===== config.mk =====
export PLATFORM = sky130hd
export DESIGN_NAME = count_compare_pwm_flat
export DESIGN_NICKNAME = d
export VERILOG_FILES = /design/src/rtl/count_compare_pwm_pkg.sv /design/src/rtl/count_compare_pwm_if.sv /design/src/rtl/count_compare_pwm_cmp_shadow_reg.sv /design/src/rtl/count_compare_pwm.sv /design/src/flat_wrapper.sv
export SDC_FILE = /design/constraint.sdc
export NUM_CORES = 1
export LEC_CHECK = 0
export ABC_AREA = 1
export CORE_ASPECT_RATIO = 0.6
export CORE_MARGIN = 2
export CORE_UTILIZATION = 53
export CTS_BUF_LIST = sky130_fd_sc_hd__clkbuf_4
export CTS_CLUSTER_SIZE = 10
export DETAILED_ROUTE_END_ITERATION = 10
export HOLD_SLACK_MARGIN = 0.08
export PLACE_DENSITY = 0.92
export SETUP_SLACK_MARGIN = 0.2
export SLEW_MARGIN = 20
export SYNTH_ARGS = -nofsm -noshare
export SYNTH_HDL_FRONTEND = slang
export SYNTH_SLANG_ARGS = --single-unit

===== constraint.sdc =====
create_clock -name clock -period 1.7 [get_ports clock]
set_clock_uncertainty 0.15 [all_clocks]
set_input_delay 0.255 -clock clock [delete_from_list [all_inputs] [get_ports clock]]
set_output_delay 0.255 -clock clock [all_outputs]
set_load 0.03 [all_outputs]

===== src/rtl/count_compare_pwm_pkg.sv =====
// Shared definitions for the count/compare PWM block: state encoding, config selectors,
// default data width.
package count_compare_pwm_pkg;

    // Width of count, PERIOD and DUTY; must match the upstream event counter.
    localparam int unsigned DefBitSz = 16;

    typedef enum logic [1:0] {
        StIdle = 2'd0,
        StRun  = 2'd1,
        StStop = 2'd2
    } state_e;

    localparam logic CfgPeriod = 1'b0;
    localparam logic CfgDuty   = 1'b1;

    // RUN and STOPPING both keep the comparators live.
    function automatic logic is_running(state_e s);
        return s != StIdle;
    endfunction

endpackage


===== src/rtl/count_compare_pwm_if.sv =====
// Bus bundle between software/counter side (master) and the compare block (slave).
interface count_compare_pwm_if #(
    parameter int unsigned BitSz = 16
);
    logic [BitSz-1:0] count;
    logic             count_en;
    logic             start;
    logic             stop;
    logic             cfg_wr;
    logic             cfg_sel;
    logic [BitSz-1:0] cfg_data;
    logic             irq_clr;
    logic             cnt_clear;
    logic             pwm_out;
    logic             period_evt;
    logic             irq;
    logic             busy;

    modport master (
        output count, count_en, start, stop, cfg_wr, cfg_sel, cfg_data, irq_clr,
        input  cnt_clear, pwm_out, period_evt, irq, busy
    );

    modport slave (
        input  count, count_en, start, stop, cfg_wr, cfg_sel, cfg_data, irq_clr,
        output cnt_clear, pwm_out, period_evt, irq, busy
    );

endinterface


===== src/rtl/count_compare_pwm_cmp_shadow_reg.sv =====
// Shadow + active register pair for one compare value.
// Macro CMP_SHADOW_EN: defined -> writes land in the shadow and reach the active copy on
// reload; undefined -> a single register written directly.
module cmp_shadow_reg #(
    parameter int unsigned      BitSz    = 16,
    parameter logic [BitSz-1:0] ResetVal = '0
) (
    input  logic             clock,
    input  logic             reset_n,
    input  logic             wr_i,
    input  logic [BitSz-1:0] wr_data_i,
    input  logic             reload_i,
    output logic [BitSz-1:0] act_o
);

    logic [BitSz-1:0] act_q, act_d;

`ifdef CMP_SHADOW_EN
    logic [BitSz-1:0] sh_q, sh_d;

    // Reload samples the old shadow, so a write in the reload cycle waits one boundary.
    always_comb begin
        sh_d  = wr_i ? wr_data_i : sh_q;
        act_d = reload_i ? sh_q : act_q;
    end

    // Shadow register.
    always_ff @(posedge clock or negedge reset_n) begin
        if (!reset_n) begin
            sh_q <= ResetVal;
        end else begin
            sh_q <= sh_d;
        end
    end
`else
    logic unused_reload;
    assign unused_reload = reload_i;

    // Direct write, effective next clock.
    always_comb begin
        act_d = wr_i ? wr_data_i : act_q;
    end
`endif

    // Active register.
    always_ff @(posedge clock or negedge reset_n) begin
        if (!reset_n) begin
            act_q <= ResetVal;
        end else begin
            act_q <= act_d;
        end
    end

    assign act_o = act_q;

endmodule


===== src/rtl/count_compare_pwm.sv =====
// Count/compare PWM: compares the upstream count against PERIOD/DUTY, drives the counter's
// synchronous clear, and produces PWM, period event and sticky irq.
// Macro CMP_SHADOW_EN enables shadowed PERIOD/DUTY reloaded at period boundaries.
module count_compare_pwm
    import count_compare_pwm_pkg::*;
#(
    parameter int unsigned BitSz = DefBitSz
) (
    input logic                clock,
    input logic                reset_n,
    count_compare_pwm_if.slave bus
);

    state_e           state_q, state_d;
    logic             running;
    logic             cnt_clear;
    logic             reload;
    logic [BitSz-1:0] period_act;
    logic [BitSz-1:0] duty_act;
    logic             pwm_q, pwm_d;
    logic             evt_q, evt_d;
    logic             irq_q, irq_d;

    assign running   = is_running(state_q);
    assign cnt_clear = running & bus.count_en & (bus.count == period_act);
    // Boundary reload, plus the start pulse so a fresh run uses the latest shadows.
    assign reload    = cnt_clear | ((state_q == StIdle) & bus.start);

    cmp_shadow_reg #(
        .BitSz    (BitSz),
        .ResetVal ({BitSz{1'b1}})
    ) u_period (
        .clock     (clock),
        .reset_n   (reset_n),
        .wr_i      (bus.cfg_wr & (bus.cfg_sel == CfgPeriod)),
        .wr_data_i (bus.cfg_data),
        .reload_i  (reload),
        .act_o     (period_act)
    );

    cmp_shadow_reg #(
        .BitSz    (BitSz),
        .ResetVal ({BitSz{1'b0}})
    ) u_duty (
        .clock     (clock),
        .reset_n   (reset_n),
        .wr_i      (bus.cfg_wr & (bus.cfg_sel == CfgDuty)),
        .wr_data_i (bus.cfg_data),
        .reload_i  (reload),
        .act_o     (duty_act)
    );

    // Start/stop sequencing; stop only takes effect at the next period boundary.
    always_comb begin
        state_d = state_q;
        unique case (state_q)
            StIdle:  if (bus.start) state_d = StRun;
            StRun:   if (bus.stop)  state_d = StStop;
            StStop:  if (cnt_clear) state_d = StIdle;
            default: state_d = StIdle;
        endcase
    end

    // Output next-state: PWM compare, event follows clear, irq set beats clear.
    always_comb begin
        pwm_d = running & (bus.count < duty_act);
        evt_d = cnt_clear;
        irq_d = evt_q ? 1'b1 : (bus.irq_clr ? 1'b0 : irq_q);
    end

    // State and output registers.
    always_ff @(posedge clock or negedge reset_n) begin
        if (!reset_n) begin
            state_q <= StIdle;
            pwm_q   <= 1'b0;
            evt_q   <= 1'b0;
            irq_q   <= 1'b0;
        end else begin
            state_q <= state_d;
            pwm_q   <= pwm_d;
            evt_q   <= evt_d;
            irq_q   <= irq_d;
        end
    end

    assign bus.cnt_clear  = cnt_clear;
    assign bus.pwm_out    = pwm_q;
    assign bus.period_evt = evt_q;
    assign bus.irq        = irq_q;
    assign bus.busy       = running;

endmodule


===== src/flat_wrapper.sv =====
// flat-port wrapper written by rule: the top's interface ports become plain ports
module count_compare_pwm_flat import count_compare_pwm_pkg::*;
#(
    parameter int unsigned BitSz = DefBitSz
)
  (clock, reset_n, bus_count, bus_count_en, bus_start, bus_stop, bus_cfg_wr, bus_cfg_sel, bus_cfg_data, bus_irq_clr, bus_cnt_clear, bus_pwm_out, bus_period_evt, bus_irq, bus_busy);
  count_compare_pwm_if #(.BitSz(BitSz)) bus_i ();
  input logic clock;
  input logic reset_n;
  input wire logic [$bits(bus_i.count)-1:0] bus_count;
  input wire logic [$bits(bus_i.count_en)-1:0] bus_count_en;
  input wire logic [$bits(bus_i.start)-1:0] bus_start;
  input wire logic [$bits(bus_i.stop)-1:0] bus_stop;
  input wire logic [$bits(bus_i.cfg_wr)-1:0] bus_cfg_wr;
  input wire logic [$bits(bus_i.cfg_sel)-1:0] bus_cfg_sel;
  input wire logic [$bits(bus_i.cfg_data)-1:0] bus_cfg_data;
  input wire logic [$bits(bus_i.irq_clr)-1:0] bus_irq_clr;
  output wire logic [$bits(bus_i.cnt_clear)-1:0] bus_cnt_clear;
  output wire logic [$bits(bus_i.pwm_out)-1:0] bus_pwm_out;
  output wire logic [$bits(bus_i.period_evt)-1:0] bus_period_evt;
  output wire logic [$bits(bus_i.irq)-1:0] bus_irq;
  output wire logic [$bits(bus_i.busy)-1:0] bus_busy;
  assign bus_i.count = bus_count;
  assign bus_i.count_en = bus_count_en;
  assign bus_i.start = bus_start;
  assign bus_i.stop = bus_stop;
  assign bus_i.cfg_wr = bus_cfg_wr;
  assign bus_i.cfg_sel = bus_cfg_sel;
  assign bus_i.cfg_data = bus_cfg_data;
  assign bus_i.irq_clr = bus_irq_clr;
  assign bus_cnt_clear = bus_i.cnt_clear;
  assign bus_pwm_out = bus_i.pwm_out;
  assign bus_period_evt = bus_i.period_evt;
  assign bus_irq = bus_i.irq;
  assign bus_busy = bus_i.busy;
  count_compare_pwm #(.BitSz(BitSz)) u_core (.clock(clock), .reset_n(reset_n), .bus(bus_i));
endmodule

Yosys cells after proc, flatten, opt, wreduce, memory -nomap -nowiden
Index checks and enable logic that the tools add are counted.

storage, ports and cells
  output and inout bits = 5
  register bits = 37
  bits of input ports = 40
  memories kept = 0
  ROM bits = 0
  memory bits (writable) = 0
  bits in latches = 0
  logic and storage cells = 29

operators by class
  muxes and demuxes = 6
  multiply operators = 0
  $add $sub $neg = 0
  shift-type cells = 0
  bitwise logic cells = 6
  equality and inequality tests = 6
  magnitude comparators = 1
  reduce and logical (&&, ||, !) cells = 4
  div/mod/pow operators = 0

operator list
  operator                                              count
  equality test 16 bit                                  1
  < comparator 16 bit                                   1
  two-way mux 2 bit                                     3
  one-hot mux 2 bit (3 select lines)                    1
  AND 1 bit                                             5
  != test 2 bit (second input constant)                 2
  nonzero test 2 bit                                    2
  AND reduction 3 bit                                   1
  equality test 2 x 1 -> 1 bit (second input constant)  1
  equality test 2 bit (second input constant)           1
  zero test 2 bit                                       1
  two-way mux 1 bit                                     2
  != test 2 x 1 -> 1 bit (second input constant)        1
  inverter 1 bit                                        1

Logic depth before layout (Yosys ltp)
  word-level depth = 5
  mapped depth = 9
  mapped depth without buffers = 9

Cells and area by module
A second synthesis with hierarchy kept.

unflattened totals
  cells, all modules = 322
  area total of the unflattened synthesis = 2332.2 µm²

modules (own cells, without submodules)
  module                            area each (µm²)  cells each  instances  sequential area each (µm²)
  count_compare_pwm                 1023.5           186         1          125.1
  cmp_shadow_reg (u_core.u_period)  664.4            68          1          420.4
  cmp_shadow_reg (u_core.u_duty)    644.4            68          1          400.4

Worst setup path before layout
OpenSTA, ideal clock, no wires.

  path kind = register to output
  from = register u_core.u_period.act_q[1] (netlist: u_core.u_period.act_o[1])
  to = output bus_cnt_clear
  path buffers = 0
  arrival time = 1313 ps
  cell stages (with the launch flop) = 6
  slack = -18 ps
  required time = 1295 ps
  cell sequence = dfstp_2 -> inv_1 -> nand2_1 -> nand4_1 -> nand3b_1 -> nor3_2

between the ends
  cells in the longest elaborated chain, start to end = 2

RTL lines
  what                      line                                    source
  start: declaration        count_compare_pwm_cmp_shadow_reg.sv:16  logic [BitSz-1:0] act_q, act_d;
  start signal: assignment  count_compare_pwm_cmp_shadow_reg.sv:48  act_q <= ResetVal;
  start signal: assignment  count_compare_pwm_cmp_shadow_reg.sv:50  act_q <= act_d;
  equality test 16 bit      count_compare_pwm.sv:25                 assign cnt_clear = running & bus.count_en & (bus.count == period_act);
  AND 1 bit                 count_compare_pwm.sv:25
  end: declaration          flat_wrapper.sv:18                      output wire logic [$bits(bus_i.cnt_clear)-1:0] bus_cnt_clear;

No other way between the ends.

Worst setup path in the final report
  from = register u_core.u_period.act_q[10] (netlist: u_core.u_period.act_o[10])
  to = output bus_cnt_clear

Same word-level chain as after synthesis.

==> impl_metrics.ini <==
[clocking]
cts_tree = yes
clk_pin_slew_ns = 0.11
htreeDepth = 2
cts-root-buf = clkbuf_4
cts_buffers = 5
cts_hold_buf = 0
clock_sinks = 37
clockBufferDepth = 2
clk_latency_ns = 0.36

[timing]
maxSlewHeadroom = 0.805
fin_crit_ns = 2.11
final_hold_viol_count = 0
max_freq_mhz = 474
period_share = 1.24
worst_slew_pin_slew_ns = 0.292
rsz0062_at_grt = yes
finalMaxSlewViolations = 0
finalSetupViolations = 1
postLayoutSetupSlackWorst_ns = -0.409

[floorplanning]
start_util = 0.541
boundaryPins = 45
core_sq_mm = 0.00403
die_y_um = 53.7
die_w_um = 86.8
num_rows = 18
dieArea_sq_mm = 0.00466

[synthesis]
ys_warn_count = 0
synth_most_common_cell = nand2_1
ys.flop_type = dfrtp_1
synth_seq_area_share = 0.433
ys_ff_latch = 37
syn-num-nets = 350
synthTopCellsByCount = 93 x nand2_1, 62 x inv_1, 33 x o21ai_0, 21 x dfrtp_1, 16 x dfstp_2
synthCells = 295
yosysUniqueCellTypes = 25
netlist_area_sq_mm = 0.00218
synth-edff-count = 0
async_reset_ff_frac = 1.00
syn_avg_cell_area_sq_um = 7.40
synth_area_leaders = dfrtp_1 24%, dfstp_2 19%, nand2_1 16%, inv_1 11%, ha_1 8.6%
yosysTopAreaCell = dfrtp_1
synth_top_area_frac = 0.241

[place]
dp_hpwl_mm = 3.91
place.gp.congestion = 0.873
numPortBuffers = 44
placed_cell_area_sq_mm = 0.00283
pre_cts_ws_ns = -0.359

[setup_path]
worstSetupEndpoint = bus_cnt_clear
slowest_stage = dfstp_2
worst_ep_arrival_time_ns = 1.70
rr_endpoint = u_core.state_q[1]$_DFFE_PN0P_
worst-r2r-setup-slack_ns = 0.12
startpoint_type = flop
r2r-start = u_core.u_period.act_o[10]$_DFFE_PN1P_
crit_fanout = 2
ff2ff_path_depth = 11
crit_type = flop to output port
crit_path_end_kind = output port
critical_path.cell_chain = inv_2 > nand2_2 > nand4_1 > nor2_1 > nand2_1 > nor3_4 > buf_6
critical-path-max-stage-delay_ns = 0.56
required_ns = 1.29
crit_start = u_core.u_period.act_o[10]$_DFFE_PN1P_

[drt]
drt_iter0_markers = 127
drc_errors = 0
viasPerCell = 4.96
drt-pass1-iter-count = 5
wirelength_mm = 5.46
post_drt_wl_per_cell_um = 13.0
dr_total_vias = 2084
drtAntennaViolNets = 0

[pwr]
powerDensity_mw_per_mm2 = 853
power_mw = 2.59
p_leak_nw = 1.59
peakVddDrop_mv = 0.524

[finish]
nets = 424
diodes = 0
layout-drive-gt1-share = 0.230
nFillCells = 306
syn2layout_area_growth_pct = 39.4
final_cell_area_sq_mm = 0.00304

[global_routing]
grt_usage = 0.251
grt_max_degree = 38
antenna_found_initial = 0
grt_pass1_vias = 1994
grt_pass1_wl_mm = 8.68
grt-ovfl-total = 0

[outcome]
violations = negative setup slack
status = finished with violations

[flow_run]
drv_cap = 0

[worst_hold_path]
hold_path.class = primary input to async pin
worst min path at each step:
| stage | startpoint | endpoint | slack [ns] | cells past startpoint |
|---|---|---|---|---|
| 5_1_grt | reset_n | u_core.u_duty.act_o[5]$_DFFE_PN0P_ | 0.12 | 2 |
| 2_1_floorplan | reset_n | u_core.bus.irq$_DFFE_PN0P_ | -0.19 | 0 |
| 6_report | reset_n | u_core.u_duty.act_o[5]$_DFFE_PN0P_ | 0.11 | 2 |
| 4_1_cts | reset_n | u_core.bus.pwm_out$_DFF_PN0_ | 0.12 | 2 |
| 3_5_place_dp | u_core.u_duty.act_o[8]$_DFFE_PN0P_ | u_core.u_duty.act_o[8]$_DFFE_PN0P_ | 0.32 | 2 |
| 3_3_place_gp | u_core.bus.period_evt$_DFF_PN0_ | u_core.bus.irq$_DFFE_PN0P_ | 0.31 | 1 |
registers in the layout, summed over array words and instances (netlist names):
register	flops
u_core.u_duty.act_o	16
u_core.u_period.act_o	16
u_core.state_q	2
u_core.bus.irq	1
u_core.bus.period_evt	1
u_core.bus.pwm_out	1
through the flow:
stage / setup TNS, ns / hold slack (ns) / instances / util
after floorplan: 0 / -0.191 / 295 / -
after global placement: -0.532 / 0.314 / 401 / 0.702
after detailed placement: -0.683 / 0.323 / 401 / 0.702
after CTS: -0.424 / 0.120 / 415 / 0.736
after global routing: -0.482 / 0.120 / 420 / 0.755
final: -0.409 / 0.109 / 420 / 0.755
cells by family after synthesis:
| kind of cell | synth area share |
|---|---|
| xor gates and xnor gates | 0.0161 |
| buffers and inverters | 0.121 |
| adders and majority gates | 0.0860 |
| AOI/OAI and AO/OA | 0.102 |
| DFF | 0.433 |
| and+or+nand+nor | 0.241 |
power breakdown:
group          internal, mW  switching [mW]  total (mW)
Clock                 0.191           0.295       0.486
Combinational         0.473           0.503       0.976
Sequential             1.04          0.0873        1.13
layout by cell type, fill, tap and decap left out, types with 9 or more instances in the layout:
cell type and instances:
dfrtp_1 21, ha_1 13, nand2_2 9, o21ai_0 33
inv_1 56, nor2_1 13, clkdlybuf4s50_1 38, dfstp_2 16
buf_4 27, nand2_1 85
final cells by class:
type	count	area, sq um	area share
Inverter	63	236	0.0777
Clock inverter	1	3.75	0.00123
Sequential cell	37	946	0.311
Timing Repair Buffer	73	691	0.227
Clock buffer	7	52.6	0.0173
Tap cell	50	62.6	0.0206
Multi-Input combinational cell	189	1050	0.345
per-layer routing:
layer / track usage / wire length (um) / vias to the layer above
met5: 0 / 0 / -
met1: 0.315 / 2560 / 943
met2: 0.430 / 2470 / 77
met3: 0.0552 / 341 / 12
met4: 0.102 / 97 / 0
li1: - / - / 1052
critical path: cells and delay by family, from the launching register on:
kind	cells	cell delay [ns]
AND/OR/NAND/NOR	5	0.60
buffers and inverters	2	0.19
flip-flops	1	0.56
timing repair:
item / 4_1_cts / 5_1_grt
endpoints found under the setup margin: 7 / 5
gates resized for setup: 23 / 15
setup buffers: 6 / 5
gates cloned: 0 / 0
pin swaps: 6 / 11
Power figures use the tool's default switching activity.
